<file path="src/rtl/normalizare_secv.sv">
// Sequential post-add normalizer: shifts the raw sum mantissa one bit per cycle until normalized.
// Optional macro NORM_SHIFT_CNT_EN adds the shift_cnt output (number of left shifts).
module normalizare_secv #(
    parameter int MANT_W = 24,
    parameter int EXP_W  = 8
) (
    input  logic              clk,
    input  logic              clear,
    input  logic              start,
    input  logic [MANT_W:0]   mantisa,
    input  logic [EXP_W-1:0]  exponent,
    output logic              busy,
    output logic              done,
    output logic [MANT_W-1:0] mant_norm,
    output logic [EXP_W-1:0]  exp_norm,
    output logic              zero,
    output logic              overflow,
    output logic              underflow
`ifdef NORM_SHIFT_CNT_EN
    ,
    output logic [$clog2(MANT_W):0] shift_cnt
`endif
);

    typedef enum logic [1:0] {IDLE, EVAL, LEFT, DONE} state_t;

    localparam logic [EXP_W-1:0] EXP_MAX = '1;
    localparam logic [EXP_W-1:0] EXP_ONE = EXP_W'(1);
    localparam logic [EXP_W-1:0] EXP_TWO = EXP_W'(2);

    state_t            state;
    logic [MANT_W:0]   mant;
    logic [EXP_W-1:0]  exp_w;

    // NOTE: all state lives in one clocked block and uses non-blocking assignments,
    // so every register samples the pre-edge value of the others.
    always_ff @(posedge clk) begin
        if (clear) begin
            state     <= IDLE;
            mant      <= '0;
            exp_w     <= '0;
            busy      <= 1'b0;
            done      <= 1'b0;
            mant_norm <= '0;
            exp_norm  <= '0;
            zero      <= 1'b0;
            overflow  <= 1'b0;
            underflow <= 1'b0;
`ifdef NORM_SHIFT_CNT_EN
            shift_cnt <= '0;
`endif
        end else begin
            done <= 1'b0;
            case (state)
                IDLE: begin
                    if (start) begin
                        mant      <= mantisa;
                        exp_w     <= exponent;
                        zero      <= 1'b0;
                        overflow  <= 1'b0;
                        underflow <= 1'b0;
                        busy      <= 1'b1;
`ifdef NORM_SHIFT_CNT_EN
                        shift_cnt <= '0;
`endif
                        state     <= EVAL;
                    end
                end

                EVAL: begin
                    if (mant == '0) begin
                        exp_w <= '0;
                        zero  <= 1'b1;
                        state <= DONE;
                    end else if (mant[MANT_W]) begin
                        // An all-ones input exponent is also caught here so it never wraps.
                        if (exp_w >= EXP_MAX - 1'b1) begin
                            mant     <= '0;
                            exp_w    <= EXP_MAX;
                            overflow <= 1'b1;
                        end else begin
                            mant  <= mant >> 1;
                            exp_w <= exp_w + 1'b1;
                        end
                        state <= DONE;
                    end else if (mant[MANT_W-1]) begin
                        state <= DONE;
                    end else begin
                        state <= LEFT;
                    end
                end

                LEFT: begin
                    if (mant[MANT_W-1]) begin
                        state <= DONE;
                    end else if (exp_w <= EXP_ONE) begin
                        exp_w     <= '0;
                        underflow <= 1'b1;
                        state     <= DONE;
                    end else begin
                        mant  <= mant << 1;
                        exp_w <= exp_w - 1'b1;
`ifdef NORM_SHIFT_CNT_EN
                        shift_cnt <= shift_cnt + 1'b1;
`endif
                        // Look one shift ahead so the terminating shift also leaves LEFT;
                        // this keeps latency at exactly one edge per shift.
                        if (mant[MANT_W-2]) begin
                            state <= DONE;
                        end else if (exp_w == EXP_TWO) begin
                            exp_w     <= '0;
                            underflow <= 1'b1;
                            state     <= DONE;
                        end
                    end
                end

                DONE: begin
                    mant_norm <= mant[MANT_W-1:0];
                    exp_norm  <= exp_w;
                    done      <= 1'b1;
                    busy      <= 1'b0;
                    state     <= IDLE;
                end

                default: state <= IDLE;
            endcase
        end
    end

endmodule
</file>
<file path="config.mk">
export PLATFORM = sky130hd
export DESIGN_NAME = normalizare_secv
export DESIGN_NICKNAME = d
export VERILOG_FILES = /design/src/rtl/normalizare_secv.sv
export SDC_FILE = /design/constraint.sdc
export NUM_CORES = 1
export LEC_CHECK = 0
export ABC_AREA = 1
export CAP_MARGIN = 20
export CORE_ASPECT_RATIO = 0.6
export CORE_MARGIN = 3
export CORE_UTILIZATION = 48
export CTS_CLUSTER_DIAMETER = 50
export DETAILED_ROUTE_END_ITERATION = 7
export GPL_TIMING_DRIVEN = 0
export MAX_ROUTING_LAYER = met4
export PLACE_DENSITY = 0.83
export SLEW_MARGIN = 30
export SYNTH_ARGS = -nofsm -noshare
export SYNTH_HDL_FRONTEND = slang
export SYNTH_SLANG_ARGS = --single-unit
</file>
<file path="constraint.sdc">
create_clock -name clk -period 1.7 [get_ports clk]
set_input_delay 0.255 -clock clk [delete_from_list [all_inputs] [get_ports clk]]
set_output_delay 0.255 -clock clk [all_outputs]
set_load 0.1 [all_outputs]
</file>
==> metrics, run 1 <==
CP startpoint exp_w[0]; Psw 7.735 mW; Critical Path End Type flop; die height 78.14 um; Worst-path clk slew 60 ps; RSZ-0062 raised after global routing true; Critical Path Sink mant[12]; Area Growth Syn to Fin 51.19%; number of hold buffers added after cts 0; Worst Hold Class primary input to flop; mapped cell area 4163 um2; WHS 277.7 ps; violated checks DRC, setup timing; Switching Fraction 52.22%; worst flop-to-flop path endpoint mant[12]; Reg area 1458 um2; fin. max-slew vios 0; Period minus WS final 1834 ps; sequential share of power 18.6%; CP Cell Sequence inv_8 > ha_4 > nor2_4 > nor2_4 > nand2_8 > o21ai_4 > nor2_8 > inv_6 > buf_12 > nor2_2 > nor2_1; Core Footprint 8133 um2; warnings from Yosys 0; FP Rows 25; Critical Path Most Common Cell nor2_4; Fillers 546; fmax 545.3 MHz; Worst Tran Pin Value 727.5 ps; CP startpoint kind flop; maximum vdd ir drop 1131 uV; Seq/Total Area, Yosys 34.63%; worst r2r path cells 11; CTS tree done; CTS root buffer clkbuf_16; GRT overflow 0; Pleak 2.478 nW; fin worst setup slack -133.9 ps; cell count after synthesis 613; total CTS buffers 9; WS Path Type flop to flop; crit path max fanout 8; Max-Slew Margin vs Limit 51.50%; r2r setup slk -130 ps; endpoints failing hold 0; clock sink count 72; Final Util 77.38%; Final period util 107.9%; multi-input gate area in the final layout 2825 um2; Internal 7.078 mW; Clock power frac 13.0%; initial DRC count 861; HPWL after detailed placement 9.864 mm; register bit total from synthesis 72; first-pass GRT wire length 22.45 mm; clock skew 5.491 ps; Max-cap violations 0; final wirelength 17.20 mm; routed vias/inst 6.275; Crit path max-delay family simple AND/OR/NAND/NOR gates; dominant cell type by area after synthesis dfxtp_1; largest net degree at the start of global routing 14; run status complete, but fails checks; Nets 767; Final ANT Viol Nets 0; syn_nets 658; Worst Path Buf+Inv 3; Skew-Pair Late Insertion Delay 340 ps; total number of vias 5240; Max stage delay cell, worst path dfxtp_4; total die area 9863 um2; DR pass1 iterations 8; Tot Pwr 14.81 mW; CTS max path bufs 2; final setup vio count 26; Reg2Reg Launch Point exp_w[0]; H-tree lvl count 3; Antenna Cells 0; share of cells above drive strength 1 33.56%; most common cell after layout, fill and taps aside nor2_1; top cells by area, synth dfxtp_1 (35%), nor2_1 (11%), nand3_1 (10%), nand2_1 (6.7%), o21ai_0 (5.3%); pwr/cell area 2354 nW/um2; IO buf count 71; Critical Path Max Stage Delay 410 ps; DR DRC count 2; Syn Area/Cell 6.791 um2; initial antenna violation count 0; Req. time, crit path 1930 ps; Yosys cell types 38; commonest cells after routing, fill and taps aside nor2_1 (108), nand3_1 (76), dfxtp_1 (67), nand2_1 (65), o21ai_0 (41); drt wl/cell 20.60 um; Synth top area share 34.63%; vias in the first global route 4344; final RePlAce weighted congestion 0.9862; Worst Path Arrival 2060 ps; number of placed I/O pins 73; GR Util All Layers 29.27%; Die X 126.2 um; CP Depth 11; initial core utilization 51.18%; logic gate share of total power 68.4%
## power by group through the flow
stage | clock [mW] | combinational (mW) | sequential, mW
after floorplan | 0 | 4.49 | 3.55
after global placement | 0 | 6.88 | 2.64
after detailed placement | 0 | 7.05 | 2.64
after CTS | 1.91 | 7.40 | 2.65
after global routing | 1.99 | 10.6 | 2.79
final | 1.93 | 10.1 | 2.75
## Yosys cell counts
| cell | n |
|---|---|
| nor2_1 | 123 |
| nand3_1 | 83 |
| nand2_1 | 74 |
| dfxtp_1 | 72 |
| o21ai_0 | 44 |
| nor2_2 | 33 |
| a21oi_1 | 32 |
| inv_1 | 25 |
| clkbuf_1 | 22 |
| o21ai_1 | 21 |
| a31oi_1 | 20 |
| ha_1 | 9 |
| buf_2 | 7 |
| buf_6 | 7 |
| buf_4 | 4 |
| nand4_1 | 4 |
| buf_1 | 3 |
| nand2_2 | 3 |
| nand2_4 | 3 |
| inv_2 | 2 |
| inv_4 | 2 |
| nor2_4 | 2 |
| or2_1 | 2 |
| xor2_1 | 2 |
| a211oi_1 | 1 |
| a21oi_2 | 1 |
| buf_12 | 1 |
| buf_8 | 1 |
| clkinv_2 | 1 |
| inv_6 | 1 |
| nand2_8 | 1 |
| nand3b_1 | 1 |
| nor2_8 | 1 |
| nor3_1 | 1 |
| o2111ai_1 | 1 |
| o21ai_4 | 1 |
| o22ai_1 | 1 |
| or2_0 | 1 |
## per-layer routing
metal  global-route usage [%]  share of wire [%]  vias up
li1                         -                  -     2258
met1                    41.78                 40     2414
met2                    41.20                 43      487
met3                    7.206                 14       81
met4                    7.923                3.0        0
met5                        -                  0        -
## worst min path at each step
stage	startpoint	end	slack [ps]	cells after the start
6_report	clear	overflow	280	2
5_1_grt	clear	exp_w[7]	300	2
4_1_cts	clear	state[1]	270	2
3_5_place_dp	overflow	overflow	460	2
3_3_place_gp	zero	zero	450	2
2_1_floorplan	exponent[0]	exp_w[0]	430	2
## layout make-up
cell class / instances / area share, %
multi-input combinational: 465 / 44.89
sequential: 72 / 23.16
timing repair buffer: 101 / 17.63
buffer: 42 / 5.089
clock buffer: 9 / 3.579
inverter: 31 / 2.346
tap: 108 / 2.147
clock inverter: 7 / 1.153
## worst register-to-register path, delay by kind of cell, from the launching register on
kind                     cells  cell delay, ps
flip-flops                   1             410
buffers and inverters        3             320
adder cells (fa/ha/maj)      1             180
AND/OR/NAND/NOR              6             740
AO/OA/AOI/OAI                1              80
## logic make-up after synthesis
group / Yosys count / synth area share, %
xor+xnor: 2 / 0.4209
flops: 72 / 34.63
fa+ha+maj: 9 / 2.705
simple gates: 332 / 36.82
compound gates: 122 / 15.81
buf+inv: 76 / 9.618
## metrics by stage
stage / std cells / setup slack (ps) / TNS [ps] / cell area (um2)
after floorplan: 613 / 22.04 / 0 / 4170
after global placement: 792 / -412.0 / -12830 / 5016
after detailed placement: 792 / -463.6 / -15180 / 5016
after CTS: 815 / 2.358 / 0 / 5523
after global routing: 835 / -207.8 / -4031 / 6294
final: 835 / -133.9 / -1654 / 6294
## registers in the layout (all words and copies together) (netlist names)
signal and count:
busy 1, done 1, exp_norm 8, exp_w 8
mant 25, mant_norm 24, overflow 1, state 2
underflow 1, zero 1
## timing repair
action / in CTS / in global routing
pin swaps: 9 / 58
endpoints found under the hold margin: 0 / 0
resized for setup: 150 / 126
setup buffers: 9 / 15
setup endpoints to repair: 96 / 54
gates cloned: 0 / 6
Power figures use the tool's default switching activity.
==> inputs of run 2 (changes only) <==
--- a/config.mk
+++ b/config.mk
@@ -6,13 +6,13 @@
 export NUM_CORES = 1
 export LEC_CHECK = 0
 export ABC_AREA = 1
-export CAP_MARGIN = 20
 export CORE_ASPECT_RATIO = 0.6
 export CORE_MARGIN = 3
 export CORE_UTILIZATION = 48
 export CTS_CLUSTER_DIAMETER = 50
 export DETAILED_ROUTE_END_ITERATION = 7
 export GPL_TIMING_DRIVEN = 0
+export HOLD_SLACK_MARGIN = 0.03
 export MAX_ROUTING_LAYER = met4
 export PLACE_DENSITY = 0.83
 export SLEW_MARGIN = 30
==> results of run 2 <==
The final DEF is identical to that of run 1; final timing and power are the same.
